## src/rtl/riscv_pkg.sv

```systemverilog
// Shared RV32M/RV64M definitions: M-extension operation encoding and the
// state encoding used by the multiply/divide execution unit.
package riscv_pkg;

  localparam logic [6:0] FUNCT7_MULDIV = 7'b0000001;

  // Values match funct3 of OP instructions with funct7 = FUNCT7_MULDIV.
  typedef enum logic [2:0] {
    MUL    = 3'b000,
    MULH   = 3'b001,
    MULHSU = 3'b010,
    MULHU  = 3'b011,
    DIV    = 3'b100,
    DIVU   = 3'b101,
    REM    = 3'b110,
    REMU   = 3'b111
  } muldiv_oper_t;

  typedef enum logic [1:0] {
    IDLE     = 2'd0,
    DIV_ITER = 2'd1,
    DONE     = 2'd2
  } muldiv_state_t;

  function automatic logic is_div_oper(input muldiv_oper_t oper);
    return oper[2];
  endfunction

endpackage

```

## src/rtl/div_iter.sv

```systemverilog
// Radix-2 restoring divider on unsigned magnitudes: one quotient bit per cycle,
// with next-state values exposed so the caller can capture the final step.
module div_iter #(
  parameter int XLEN = 32
) (
  input  logic            clk_i,
  input  logic            rstn_i,
  input  logic            start,
  input  logic            flush,
  input  logic [XLEN-1:0] dividend,
  input  logic [XLEN-1:0] divisor,
  output logic            last,
  output logic [XLEN-1:0] quotient_next,
  output logic [XLEN-1:0] remainder_next
);

  localparam int CW = $clog2(XLEN);

  logic [XLEN-1:0] rem_q;
  logic [XLEN-1:0] quo_q;
  logic [XLEN-1:0] dsr_q;
  logic [CW-1:0]   cnt_q;
  logic            run_q;
  logic [XLEN:0]   trial;

  // NOTE: every always_comb output gets a value on every path, so no latch is inferred.
  always_comb begin
    trial = {rem_q, quo_q[XLEN-1]} - {1'b0, dsr_q};
    if (trial[XLEN]) begin
      remainder_next = {rem_q[XLEN-2:0], quo_q[XLEN-1]};
      quotient_next  = {quo_q[XLEN-2:0], 1'b0};
    end else begin
      remainder_next = trial[XLEN-1:0];
      quotient_next  = {quo_q[XLEN-2:0], 1'b1};
    end
  end

  assign last = run_q && (cnt_q == '0);

  // NOTE: datapath registers are reset too, so no X ever reaches the subtractor or result mux.
  always_ff @(posedge clk_i or negedge rstn_i) begin
    if (!rstn_i) begin
      rem_q <= '0;
      quo_q <= '0;
      dsr_q <= '0;
      cnt_q <= '0;
      run_q <= 1'b0;
    end else if (flush) begin
      run_q <= 1'b0;
    end else if (start) begin
      rem_q <= '0;
      quo_q <= dividend;
      dsr_q <= divisor;
      cnt_q <= CW'(XLEN - 1);
      run_q <= 1'b1;
    end else if (run_q) begin
      rem_q <= remainder_next;
      quo_q <= quotient_next;
      if (cnt_q == '0) run_q <= 1'b0;
      else             cnt_q <= cnt_q - CW'(1);
    end
  end

endmodule

```

## src/rtl/muldiv_unit.sv

```systemverilog
// RV32M/RV64M multiply/divide unit: single-cycle multiply, iterative divide,
// valid/ready handshake on both sides, kill flush and pass-through tag.
module muldiv_unit
  import riscv_pkg::*;
#(
  parameter int XLEN  = 32,
  parameter int TAG_W = 5
) (
  input  logic             clk_i,
  input  logic             rstn_i,
  input  logic             in_valid_i,
  output logic             in_ready_o,
  input  logic [2:0]       oper_i,
  input  logic [XLEN-1:0]  rs1_i,
  input  logic [XLEN-1:0]  rs2_i,
  input  logic [TAG_W-1:0] tag_i,
  input  logic             kill_i,
  output logic             out_valid_o,
  input  logic             out_ready_i,
  output logic [XLEN-1:0]  result_o,
  output logic [TAG_W-1:0] tag_o,
  output logic             busy_o
);

  muldiv_state_t    state_q;
  muldiv_oper_t     oper;
  logic             accept;
  logic             out_valid_q;
  logic [XLEN-1:0]  result_q;
  logic [TAG_W-1:0] tag_q;
  logic             q_neg_q;
  logic             r_neg_q;
  logic             rem_sel_q;

  assign oper   = muldiv_oper_t'(oper_i);
  assign accept = in_valid_i && (state_q == IDLE) && !kill_i;

  logic              a_signed;
  logic              b_signed;
  logic [2*XLEN-1:0] a_wide;
  logic [2*XLEN-1:0] b_wide;
  logic [2*XLEN-1:0] product;
  logic [XLEN-1:0]   mul_result;

  // The low 2*XLEN bits of the product of sign/zero-extended operands are exact.
  always_comb begin
    a_signed   = (oper != MULHU);
    b_signed   = (oper == MUL) || (oper == MULH);
    a_wide     = {{XLEN{a_signed & rs1_i[XLEN-1]}}, rs1_i};
    b_wide     = {{XLEN{b_signed & rs2_i[XLEN-1]}}, rs2_i};
    product    = a_wide * b_wide;
    mul_result = (oper == MUL) ? product[XLEN-1:0] : product[2*XLEN-1:XLEN];
  end

  logic            div_signed;
  logic            rem_sel;
  logic            neg1;
  logic            neg2;
  logic [XLEN-1:0] abs1;
  logic [XLEN-1:0] abs2;
  logic            div_zero;
  logic            div_ovf;
  logic [XLEN-1:0] special_result;

  always_comb begin
    div_signed     = !oper_i[0];
    rem_sel        = oper_i[1];
    neg1           = div_signed & rs1_i[XLEN-1];
    neg2           = div_signed & rs2_i[XLEN-1];
    abs1           = neg1 ? -rs1_i : rs1_i;
    abs2           = neg2 ? -rs2_i : rs2_i;
    div_zero       = (rs2_i == '0);
    div_ovf        = div_signed && (rs1_i == {1'b1, {(XLEN-1){1'b0}}}) && (rs2_i == '1);
    special_result = div_zero ? (rem_sel ? rs1_i : '1) : (rem_sel ? '0 : rs1_i);
  end

  logic            div_start;
  logic            div_last;
  logic [XLEN-1:0] quotient_next;
  logic [XLEN-1:0] remainder_next;
  logic [XLEN-1:0] div_result;

  assign div_start = accept && is_div_oper(oper) && !div_zero && !div_ovf;

  div_iter #(.XLEN(XLEN)) u_div_iter (
    .clk_i          (clk_i),
    .rstn_i         (rstn_i),
    .start          (div_start),
    .flush          (kill_i),
    .dividend       (abs1),
    .divisor        (abs2),
    .last           (div_last),
    .quotient_next  (quotient_next),
    .remainder_next (remainder_next)
  );

  assign div_result = rem_sel_q ? (r_neg_q ? -remainder_next : remainder_next)
                                : (q_neg_q ? -quotient_next  : quotient_next);

  // NOTE: sequential state uses non-blocking assignments so every register samples pre-edge values.
  always_ff @(posedge clk_i or negedge rstn_i) begin
    if (!rstn_i) begin
      state_q     <= IDLE;
      out_valid_q <= 1'b0;
      result_q    <= '0;
      tag_q       <= '0;
      q_neg_q     <= 1'b0;
      r_neg_q     <= 1'b0;
      rem_sel_q   <= 1'b0;
    end else begin
      case (state_q)
        IDLE: begin
          if (accept) begin
            tag_q     <= tag_i;
            q_neg_q   <= neg1 ^ neg2;
            r_neg_q   <= neg1;
            rem_sel_q <= rem_sel;
            if (!is_div_oper(oper)) begin
              result_q    <= mul_result;
              out_valid_q <= 1'b1;
              state_q     <= DONE;
            end else if (div_zero || div_ovf) begin
              result_q    <= special_result;
              out_valid_q <= 1'b1;
              state_q     <= DONE;
            end else begin
              state_q <= DIV_ITER;
            end
          end
        end
        DIV_ITER: begin
          if (kill_i) begin
            state_q <= IDLE;
          end else if (div_last) begin
            result_q    <= div_result;
            out_valid_q <= 1'b1;
            state_q     <= DONE;
          end
        end
        DONE: begin
          if (kill_i || out_ready_i) begin
            out_valid_q <= 1'b0;
            state_q     <= IDLE;
          end
        end
        default: begin
          out_valid_q <= 1'b0;
          state_q     <= IDLE;
        end
      endcase
    end
  end

  assign in_ready_o  = (state_q == IDLE);
  assign busy_o      = (state_q != IDLE);
  assign out_valid_o = out_valid_q;
  assign result_o    = result_q;
  assign tag_o       = tag_q;

endmodule

```

## config.mk

```make
export PLATFORM = sky130hd
export DESIGN_NAME = muldiv_unit
export DESIGN_NICKNAME = d
export VERILOG_FILES = /design/src/rtl/riscv_pkg.sv /design/src/rtl/div_iter.sv /design/src/rtl/muldiv_unit.sv
export SDC_FILE = /design/constraint.sdc
export NUM_CORES = 2
export LEC_CHECK = 0
export CAP_MARGIN = 20
export CORE_AREA = 2 2 328 330
export DETAILED_ROUTE_END_ITERATION = 10
export DIE_AREA = 0 0 330 332
export GPL_TIMING_DRIVEN = 0
export PLACE_DENSITY = 0.66
export SLEW_MARGIN = 20
export SYNTH_ARGS = -nofsm -noshare
export SYNTH_HDL_FRONTEND = slang
export SYNTH_SLANG_ARGS = --single-unit
```

## constraint.sdc

```tcl
create_clock -name clk_i -period 6.7 [get_ports clk_i]
set_clock_uncertainty 0.1 [all_clocks]
set_input_delay 1.005 -clock clk_i [delete_from_list [all_inputs] [get_ports clk_i]]
set_output_delay 1.005 -clock clk_i [all_outputs]
set_load 0.005 [all_outputs]
```

======== After elaboration in Yosys (flattened, before gate mapping) ========
Cells that the tools add are included.
word-level totals
  register bits ........................... 145
  output and inout port bits .............. 40
  logic and storage cells ................. 109
cells by class
  $add $sub $neg .......................... 6
  multipliers ............................. 1
  eq/ne operators ......................... 13
  multiplexer cells ....................... 42
  bitwise logic cells ..................... 6
  reductions and logical operators ........ 29
operator list
  cell                                                                     number
  32-bit two-way mux                                                       19
  32-bit negator                                                           4
  32-bit == test, second input constant                                    2
  33-bit by 33-bit multiplier with 64-bit output                           1
  32-bit one-hot mux with 2 select lines                                   1
  33-bit by 32-bit subtractor with 33-bit output                           1
  32-bit logical NOT                                                       1
  5-bit two-way mux                                                        3
  2-bit two-way mux                                                        6
  1-bit two-way mux                                                        11
  5-bit AND reduction                                                      2
  1-bit logical AND                                                        8
  2-bit inequality test, second input constant                             4
  3-bit by 2-bit inequality test with 1-bit output, second input constant  2
  2-bit one-hot mux with 3 select lines                                    1
  2-bit AND reduction                                                      3
  3-bit AND reduction                                                      2
  2-bit nonzero test                                                       3
  5-bit logical NOT                                                        1
  5-bit by 1-bit subtractor with 5-bit output, second input constant       1
  1-bit AND                                                                4
  1-bit logical NOT                                                        4
  3-bit by 1-bit == test with 1-bit output, second input constant          1
  3-bit logical NOT                                                        1
  other kinds (9)                                                          11

======== Longest topological paths before layout ========
  depth in word-level cells ............... 8
  gate-level depth with buffers ........... 35
  depth with buffers taken out ............ 32

======== Hierarchy ========
From an unflattened synthesis, not the netlist that was laid out.
second synthesis, totals
  cells, all modules ...................... 6,026
  area, all modules ....................... 51,485.6 sq um
modules (own cells, without submodules)
  module       instances  cells each  area each (sq um)  sequential area each (sq um)
  muldiv_unit  1          5,197       44,286.2           1,076.0
  div_iter     1          829         7,199.4            2,552.4

======== Worst setup path before layout ========
No wires, ideal clock.
  path kind ............................... input to register
  start ................................... input oper_i[2]
  end ..................................... register result_q[29], in the netlist result_o[29]
  arrival ................................. 9,259 ps
  required time ........................... 6,499 ps
  setup slack ............................. -2,760 ps
  stages on the path ...................... 31
  buffers on the path ..................... 4
  cell sequence ........................... clkbuf_1 > inv_1 > nand3_1 > clkbuf_1 > and2_0 > clkbuf_1 > nand2_1 > fa_1 > fa_1 > inv_1 > fa_1 > inv_1 > fa_1 > inv_1 > fa_1 > fa_1 > inv_1 > fa_1 > fa_1 > inv_1 > ha_1 > clkbuf_1 > a21o_1 > a31o_2 > a21oi_1 > o21bai_1 > a31o_2 > a31oi_1 > xnor2_1 > nor3_1 > nor4_1
on the way
  word-level cells in the longest chain between the ends .. 8
  elaborated cells between the ends (all ways) .. 13
  classes of those cells .................. mul (1); eq/ne (3); mux (4); bitwise (2); reduce/logical (3)
RTL lines
  element                                                                               line                                  RTL
  from (decl)                                                                           muldiv_unit.sv:13                     input logic [2:0] oper_i,
  3-bit by 1-bit == test with 1-bit output / 3-bit logical NOT (equally long branches)  muldiv_unit.sv:48, muldiv_unit.sv:52
  1-bit logical OR                                                                      muldiv_unit.sv:48                     b_signed = (oper == MUL) || (oper == MULH);
  1-bit AND                                                                             muldiv_unit.sv:50                     b_wide = {{XLEN{b_signed & rs2_i[XLEN-1]}}, rs2_i};
  33-bit by 33-bit multiplier with 64-bit output                                        muldiv_unit.sv:51                     product = a_wide * b_wide;
  32-bit two-way mux                                                                    muldiv_unit.sv:52                     mul_result = (oper == MUL) ? product[XLEN-1:0] : product[2*XLEN-1:XLEN];
  32-bit two-way mux                                                                    muldiv_unit.sv:118                    if (!is_div_oper(oper)) begin
  32-bit two-way mux                                                                    muldiv_unit.sv:113                    if (accept) begin
  32-bit one-hot mux with 2 select lines                                                muldiv_unit.sv:111                    case (state_q)
  to (signal assigned)                                                                  muldiv_unit.sv:119                    result_q <= mul_result;
  to (signal assigned)                                                                  muldiv_unit.sv:123                    result_q <= special_result;
  to (signal assigned)                                                                  muldiv_unit.sv:135                    result_q <= div_result;
  to (decl)                                                                             muldiv_unit.sv:29                     logic [XLEN-1:0] result_q;
Parallel ways exist; a longest one is shown, timed or not. The select of a mux whose other input is x is not followed.
A chain may end at the register's enable or synchronous reset.

======== Worst setup path in the final report ========
  start ................................... input rs1_i[1]
  end ..................................... register result_q[17], in the netlist result_o[17]
on the way
  word-level cells in the longest chain between the ends .. 6
  elaborated cells between the ends (all ways) .. 11
  classes of those cells .................. mul (1); eq/ne (2); mux (4); reduce/logical (4)
RTL lines
  element                                                                                 line               RTL
  from (decl)                                                                             muldiv_unit.sv:14  input logic [XLEN-1:0] rs1_i,
  branches (longest 6 deep; another with 33-bit by 33-bit multiplier with 64-bit output)  --
Several ways; the timed one is not identified. The select of a mux whose other input is x is not followed.

==> flow_summary.toml <==
[synthesis]
synth_top_flop_cell = "dfrtp_1"
synth-seq-cells = 145
synth_common_cells = "inv_1, fa_1, nand2_1"
synthesis.area_um2 = 50500
syn_nets = 7389
synth_edf_count = 0
synth-async-reset-ratio = 1.00
yosys_warnings = 0
synthCells = 5935
synth_top_cell_by_area = "fa_1"
avgSynthCellArea_um2 = 8.51
synth-seq-area-share = 0.0719
yosysUniqueCellTypes = 81
synth_top_area_share = 0.446
synthTopCellsByArea = "fa_1, inv_1, nand2_1"
yosysMostFrequentCell = "inv_1"

[job]
drv_cap = 0

[clock_tree]
numClockSinks = 145
cts_tree = "yes"
clockBufferDepth = 2
cts_max_level = 4
clk_latency_ps = 450
path_clk_slew_ps = 70
numCtsBuffers = 17
clockRootBuffer = "clkbuf_16"
cts_hold_buf = 0

[drt]
postRouteAntennaNets = 0
via_count = 45100
post_drt_wl_per_cell_um = 28.3
routed_wl_mm = 219
drt_iter0_markers = 5069
first_pass_iters = 8
drcViolationCount = 12
viasPerCell = 5.83

[critical_path]
critPathMaxFanout = 10
critical_path_depth = 25
ff2ff_path_depth = 25
path_buf_inv = 5
r2r_start = "u_div_iter.quo_q[31]"
critPathKind = "primary input to register"
crit_end = "result_o[17]"
slowest_stage = "fa_2"
critPathTopFamily = "adder cells"
critPathRequiredTime_ps = 6940
worst_ep_arrival_time_ps = 9020
endpoint_kind = "register"
ff2ff_setup_slack_ps = -120
cp-startpoint = "rs1_i[1]"
cpMostUsedCell = "fa_2"
startpoint_type = "primary input"
max_stage_delay_ps = 610
r2r_end = "result_o[30]"

[sta]
fmax_mhz = 114
rsz0062_at_grt = "yes"
finalCriticalPeriod_ps = 8780
timing.final.crit_share = 1.31
hold_violations = 0
setup_viol = 32
drv_slew = 0
worst_slew_pin_slew_ps = 1030
final.setup.worst_slack_ps = -2080
tns_ps = -54370
slew_headroom = 0.312

[placement]
gp_congestion = 0.997
detailedPlace.worstSlack_ps = -4350
dp_hpwl_mm = 174
placed_area_um2 = 54500
dp_cells = 7417
port_buffers = 76

[floorplan]
core_area_um2 = 106000
start_util = 0.475
pin_count = 117
dieArea_um2 = 110000
dieWidth_um = 330
rows = 120
fp.dieH_um = 332

[worst_hold_path]
hold_class = "primary input to asynchronous set/reset pin"

[global_route]
grt_pass1_wl_mm = 315
grt_max_degree = 84
grt_pass1_vias = 46300
overflow = 0
grt_usage = 0.404
antenna_found_initial = 24

[run_status]
status = "finished, violations left"
failed_checks = "design-rule violations, negative setup slack"

[finish]
layout-drive-gt1-share = 0.171
instances_no_fill = 7734
syn2layout_area_growth_pct = 20.8
final_area_um2 = 61000
fin_nets = 7760
## flip-flops by register name, indices dropped and copies added (netlist names), 2 cells and up
| signal | cells |
|---|---|
| result_o | 32 |
| state_q | 2 |
| tag_o | 5 |
| u_div_iter.cnt_q | 5 |
| u_div_iter.dsr_q | 32 |
| u_div_iter.quo_q | 32 |
| u_div_iter.rem_q | 32 |
## per-stage QoR
stage	hold WS, ps	util
final	383	0.574
after global routing	409	0.573
after CTS	393	0.557
after detailed placement	373	0.513
after global placement	369	0.512
after floorplan	350	-
## cells in the final DEF (no fill, tap or decap), drive strengths merged, types with 12 or more instances in the layout
cell type / synthesis / layout
or3: 13 / 13
inv: 1271 / 1273
fa: 1126 / 1126
o22ai: 43 / 43
a211oi: 30 / 30
a21oi: 185 / 185
o21bai: 14 / 14
nand3: 42 / 42
nor3: 55 / 55
and3: 23 / 23
ha: 251 / 251
or4: 13 / 13
o31ai: 23 / 23
mux2i: 32 / 32
o21ai: 199 / 199
a21o: 54 / 54
clkbuf: 289 / 239
and2: 275 / 275
o211ai: 28 / 28
nand2b: 21 / 21
nor4: 17 / 17
o21a: 22 / 22
nor2: 241 / 241
buf: 92 / 460
clkdlybuf4s50: 0 / 48
nor2b: 14 / 14
nand4: 29 / 29
or2: 19 / 19
a31oi: 32 / 32
xnor2: 130 / 130
dfrtp: 145 / 145
nand2: 979 / 979
xor2: 85 / 85
diode: 0 / 12
## area by class of cell
type | count | area, µm²
antenna | 12 | 30.0
buffer | 358 | 4090
clock buffer | 17 | 425
clock inverter | 15 | 153
fill | 9596 | 45300
inverter | 1273 | 4830
multi-input combinational | 4136 | 42700
sequential | 145 | 3630
tap | 1403 | 1760
timing repair buffer | 375 | 3400
## routing by layer
layer | vias up | routed length, µm | share of wire | track usage
met5 | - | 92 | 0.00042 | 0
met1 | 22800 | 79800 | 0.36 | 0.519
met2 | 2771 | 93500 | 0.43 | 0.598
met3 | 755 | 26200 | 0.12 | 0.109
met4 | 12 | 19600 | 0.089 | 0.272
li1 | 18700 | - | - | -
## cell families (layout without fill, tap and decap cells)
family,count (synthesis),in the layout,share of synthesized area
AO/OA/AOI/OAI,739,739,0.0922
XOR/XNOR,215,215,0.0373
flip-flops,145,145,0.0719
other,0,12,0
adder cells (fa/ha/maj),1377,1377,0.509
AND/OR/NAND/NOR,1763,1763,0.157
buffers and inverters,1654,2038,0.124
multiplexers,42,42,0.00857
## worst min path at each step
stage                              start              endpoint  slack [ps]  cells after the start
detailed placement           result_o[1]           result_o[1]         370                      2
floorplan           u_div_iter.dsr_q[18]  u_div_iter.dsr_q[18]         350                      2
global route                result_o[22]          result_o[22]         410                      2
CTS                          result_o[1]           result_o[1]         390                      2
finish                            rstn_i  u_div_iter.rem_q[24]         380                      1
global placement    u_div_iter.dsr_q[29]  u_div_iter.dsr_q[29]         370                      2
## timing repair
item                                    4_1_cts  5_1_grt
hold endpoints to repair                      0        0
endpoints found under the setup margin       32       32
pin swaps                                   175      246
gates resized for setup                     802      391
cloned                                        2        1
buffers inserted                            180      118
Power is left out: the tool's default activity adds up to more than one toggle a clock period on the data nets, which glitch-free logic cannot reach.
